`config.mk`:
```
export PLATFORM = sky130hd
export DESIGN_NAME = tdm_channel_selector
export DESIGN_NICKNAME = d
export VERILOG_FILES = /design/src/rtl/tdm_channel_selector.sv
export SDC_FILE = /design/constraint.sdc
export NUM_CORES = 1
export LEC_CHECK = 0
export CAP_MARGIN = 15
export CORE_MARGIN = 2
export CORE_UTILIZATION = 39
export DETAILED_ROUTE_END_ITERATION = 16
export PLACE_DENSITY = 0.82
export SYNTH_ARGS = -nofsm -noshare
export SYNTH_HDL_FRONTEND = slang
export SYNTH_SLANG_ARGS = --single-unit
```
`constraint.sdc`:
```
create_clock -name clk_2 -period 1.6 [get_ports clk_2]
set_input_delay 0.48 -clock clk_2 [delete_from_list [all_inputs] [get_ports clk_2]]
set_output_delay 0.48 -clock clk_2 [all_outputs]
set_load 0.01 [all_outputs]
```
`src/rtl/tdm_channel_selector.sv`:
```
// tdm_channel_selector
//   Selects one of NCH packed channels (W bits each) and presents it on
//   registered outputs. In manual mode the channel comes from sel. In scan
//   mode the channels are visited round-robin, and each one is shown for
//   DWELL cycles. While hold is high, all state is frozen. step pulses for
//   one cycle on every channel change.
//
// Ports
//   clk_2    in   system clock; all updates on the rising edge
//   reset    in   synchronous active-high reset; overrides hold
//   ch_data  in   packed channels, channel k = ch_data[k*W +: W]
//   mode     in   0 = manual (sel), 1 = auto scan
//   sel      in   manual channel index
//   hold     in   1 = freeze all state, step forced low
//   data_out out  registered data of the current channel
//   ch_out   out  registered index of the current channel
//   step     out  one-cycle pulse when ch_out changed on this edge
//   sel_err  out  registered; 1 when the last manual sel was >= NCH
module tdm_channel_selector #(
  parameter int unsigned NCH   = 4,
  parameter int unsigned W     = 2,
  parameter int unsigned DWELL = 4,
  parameter int unsigned SELW  = $clog2(NCH)
) (
  input  logic              clk_2,
  input  logic              reset,
  input  logic [NCH*W-1:0]  ch_data,
  input  logic              mode,
  input  logic [SELW-1:0]   sel,
  input  logic              hold,
  output logic [W-1:0]      data_out,
  output logic [SELW-1:0]   ch_out,
  output logic              step,
  output logic              sel_err
);

  localparam int unsigned     CW       = $clog2(DWELL + 1);
  localparam logic [SELW-1:0] LAST_CH  = SELW'(NCH - 1);
  localparam logic [CW-1:0]   LAST_CNT = CW'(DWELL - 1);

  logic [SELW-1:0] ch_q,   ch_d;
  logic [W-1:0]    data_q, data_d;
  logic [CW-1:0]   cnt_q,  cnt_d;
  logic            step_q, step_d;
  logic            err_q,  err_d;
  logic [W-1:0]    data_sel;

  // Next-channel decision. Under hold, every default is kept and step is
  // forced low, so all state freezes in place.
  always_comb begin
    ch_d   = ch_q;
    cnt_d  = cnt_q;
    err_d  = err_q;
    step_d = 1'b0;
    if (!hold) begin
      if (!mode) begin
        cnt_d = '0;
        if (sel > LAST_CH) begin
          err_d = 1'b1;
        end else begin
          ch_d  = sel;
          err_d = 1'b0;
        end
      end else begin
        err_d = 1'b0;
        if (cnt_q == LAST_CNT) begin
          cnt_d = '0;
          ch_d  = (ch_q == LAST_CH) ? '0 : ch_q + SELW'(1);
        end else begin
          cnt_d = cnt_q + CW'(1);
        end
      end
      step_d = (ch_d != ch_q);
    end
  end

  // The data mux follows the next channel, so data_out always matches ch_out.
  // Indices >= NCH have no matching entry.
  always_comb begin
    data_sel = '0;
    for (int unsigned k = 0; k < NCH; k++) begin
      if (ch_d == SELW'(k)) data_sel = ch_data[k*W +: W];
    end
  end

  assign data_d = hold ? data_q : data_sel;

  always_ff @(posedge clk_2) begin
    if (reset) begin
      ch_q   <= '0;
      data_q <= '0;
      cnt_q  <= '0;
      step_q <= 1'b0;
      err_q  <= 1'b0;
    end else begin
      ch_q   <= ch_d;
      data_q <= data_d;
      cnt_q  <= cnt_d;
      step_q <= step_d;
      err_q  <= err_d;
    end
  end

  assign data_out = data_q;
  assign ch_out   = ch_q;
  assign step     = step_q;
  assign sel_err  = err_q;

endmodule

```
==> results of run 1 <==
cell type report:
class | count | area, µm²
fill | 127 | 530.5
multi-input combinational | 53 | 445.4
timing repair buffer | 31 | 291.5
sequential | 8 | 167.7
clock buffer | 3 | 22.52
tap | 16 | 20.02
inverter | 3 | 11.26
path summary, 6_finish.rpt:
check                                   to  depth (start not counted)  slack [ns]                  start
setup / recovery  data_out[0]$_SDFFE_PP0N_                          7       -0.07  cnt_q[0]$_SDFFE_PP0N_
hold / removal       cnt_q[1]$_SDFFE_PP0N_                          2        0.53  cnt_q[1]$_SDFFE_PP0N_
setup reg to reg  data_out[0]$_SDFFE_PP0N_                          7       -0.07  cnt_q[0]$_SDFFE_PP0N_
hold reg to reg      cnt_q[1]$_SDFFE_PP0N_                          2        0.53  cnt_q[1]$_SDFFE_PP0N_
logic make-up (layout without fill, tap and decap cells):
logic type	Yosys count	after routing	synth area share, %
other cells	1	1	0.6154
xor+xnor	2	2	2.875
flops	8	8	26.28
fa+ha+maj	2	2	4.106
mux	1	1	2.463
compound gates	28	28	35.73
simple gates	19	19	20.12
buf+inv	7	37	7.802
critical path, stage by stage, from the launching register on:
cell and delay, ns:
dfxtp_2 0.36, ha_4 0.14, nor2b_4 0.15, mux2_4 0.34
a21oi_4 0.26, buf_6 0.15, o41ai_1 0.06, a31oi_1 0.14
per-layer routing:
metal  share of wire [%]  vias to the layer above  GRT usage [%]  wire length [µm]
met5                   0                        -              0                 0
met4                 1.6                        0          7.273                25
met1                  45                      288          21.54               713
li1                    -                      311              -                 -
met2                  51                       13          31.34               802
met3                 2.0                        4          3.750                32
state kept, by name (all words and copies together) (netlist names):
name,count
cnt_q,3
step,1
data_out,2
ch_out,2
per-stage QoR:
| stage | setup slack (ns) | TNS [ns] | cells | hold WS (ns) | area, µm² |
|---|---|---|---|---|---|
| after floorplan | 0.0008717 | 0 | 68 | 0.4558 | 624.3 |
| after global placement | -0.4148 | -1.768 | 109 | 0.4680 | 883.3 |
| after detailed placement | -0.4975 | -2.109 | 109 | 0.5055 | 883.3 |
| after CTS | -0.04348 | -0.1128 | 113 | 0.5482 | 924.6 |
| after global routing | -0.1325 | -0.4355 | 114 | 0.5597 | 958.4 |
| final | -0.07286 | -0.2039 | 114 | 0.5281 | 958.4 |
what timing repair did:
item,in CTS,in global routing
pin swaps,3,5
setup buffers,1,1
gates resized for setup,8,5
endpoints found under the setup margin,9,4
synth_stat cells, drive strengths merged (2+ instances only):
master,number
o31a,2
a21oi,7
o21ai,9
dfxtp,8
inv,3
and2b,3
xor2,2
clkbuf,2
nand2,3
o211ai,2
o41ai,2
ha,2
buf,2
nor3b,2
a31oi,2
nor2b,2
nor2,5
power by group through the flow:
stage	Sequential, µW	Combinational [µW]	Clock, µW
final	216	192	163
after global routing	216	208	185
after CTS	217	184	170
after detailed placement	220	183	0
after global placement	220	180	0
after floorplan	228	85.9	0
==> results.md, run 1 <==
- Result of the run: finished, violations left
- Failing checks: negative setup slack
- Ys async rst share: 0%
- Drt wl/cell: 13.81 µm
- Max Freq: around 0.6 GHz
- Synthesis-stage register bit count: 8
- Most frequent cells in the layout: 13 x clkdlybuf4s50_1, 10 x buf_4, 6 x o21ai_0, 6 x a21oi_1
- CP arrival: around 1.9 ns
- Routed vias: between 600 and 700
- 1st-iter DRT viols: 5
- Primary FF master, synth: dfxtp_1
- Tmin final: between 1.5 and 2 ns
- Die footprint: roughly 1900 µm²
- TritonCTS clock tree: done
- Yosys cell types: 33
- Layout cell share with drive strength beyond 1: between 30% and 40%
- Peak supply drop: 434.5 µV
- Layout area overhead: 57.29%
- Syn Inst Count: 68
- Largest net degree at the start of global routing: 21
- RSZ-0062 raised after global routing: true
- Drt total wl: between 1500 and 2000 µm
- CP Class: reg2reg
- Clock transition at path regs: roughly 0.060 ns
- Worst setup EP type: flip-flop
- Worst skew pair latency: approximately 0.26 ns
- Setup slack after layout: -0.07286 ns
- Starting density of the core: just over 40%
- Synthesized area per cell: 8.961 µm²
- Diode count: 0
- Seq pwr share: 37.8%
- Post-synth EDFFs: 0
- Row cnt: 14
- Max Slew Vio Count: 0
- Sw Share: 29.41%
- WP data required: around 1.8 ns
- Crit share post-route: 104.6%
- Vias in the first global route: ~570
- GRT Overall Usage: between 10% and 20%
- # Max-Cap Violations: 0
- Commonest non-fill, non-tap cell in the layout: clkdlybuf4s50_1
- Worst Hold Class: reg2reg
- Combinational Power Share: ~34%
- Die X: approximately 44 µm
- Final setup viols: 4
- Area leader, netlist: dfxtp_1
- Core ar.: ~1500 µm²
- Sw Pwr: ~170 µW
- Drt first pass iters: 4
- Layout net count: roughly 120
- Syn. warnings: 0
- Vias/cell: roughly 5.4
- Clock sinks: 8
- Leakage power: ~0.00038 µW
- Synth area leaders: dfxtp_1 26%, a21oi_1 4.9%, o21ai_0 4.9%, a2111oi_4 4.5%, o221ai_4 4.3%
- H-tree depth: 1
- Io pins: 20
- CP startpoint kind: flip-flop
- Clock group share of total power: 28.6%
- # DRC: 0
- Sequential-to-total area share from yosys stat: about a quarter
- Cell Pwr Density: roughly 600 nW/µm²
- CTS Buf Count: 3
- Final Core Density: between 60% and 70%
- Synth top area share: a little over a quarter
- CTS Root Buffer Type: clkbuf_4
- Input/output buffers: 18
- Global route overflow: 0
- Endpoints failing hold: 0
- Initial antenna violation count: 0
- GPL Wtd Cong: ~0.74
- Total power: between 500 and 600 µW
- P_int: between 400 and 500 µW
- Largest buffer count on any clock path: 2
- Antenna viol nets, final: 0
- Hold Buf Count CTS: 0
- Clock skew: a little over 0.002 ns
- First-pass GRT wire length: 2497 µm
- Synth Net Count: 84
- Die Y: 43.53 µm
- Mapped cell area: approximately 610 µm²
- Critical path peak fanout: 6
No activity file was read; power rests on OpenSTA's default activity.
==> run 2: changes to the inputs <==
--- a/config.mk
+++ b/config.mk
@@ -9,6 +9,7 @@
 export CORE_MARGIN = 2
 export CORE_UTILIZATION = 39
 export DETAILED_ROUTE_END_ITERATION = 16
+export GPL_ROUTABILITY_DRIVEN = 0
 export PLACE_DENSITY = 0.82
 export SYNTH_ARGS = -nofsm -noshare
 export SYNTH_HDL_FRONTEND = slang
==> results of run 2 <==
Final layout, timing and power as in run 1 (identical DEF).
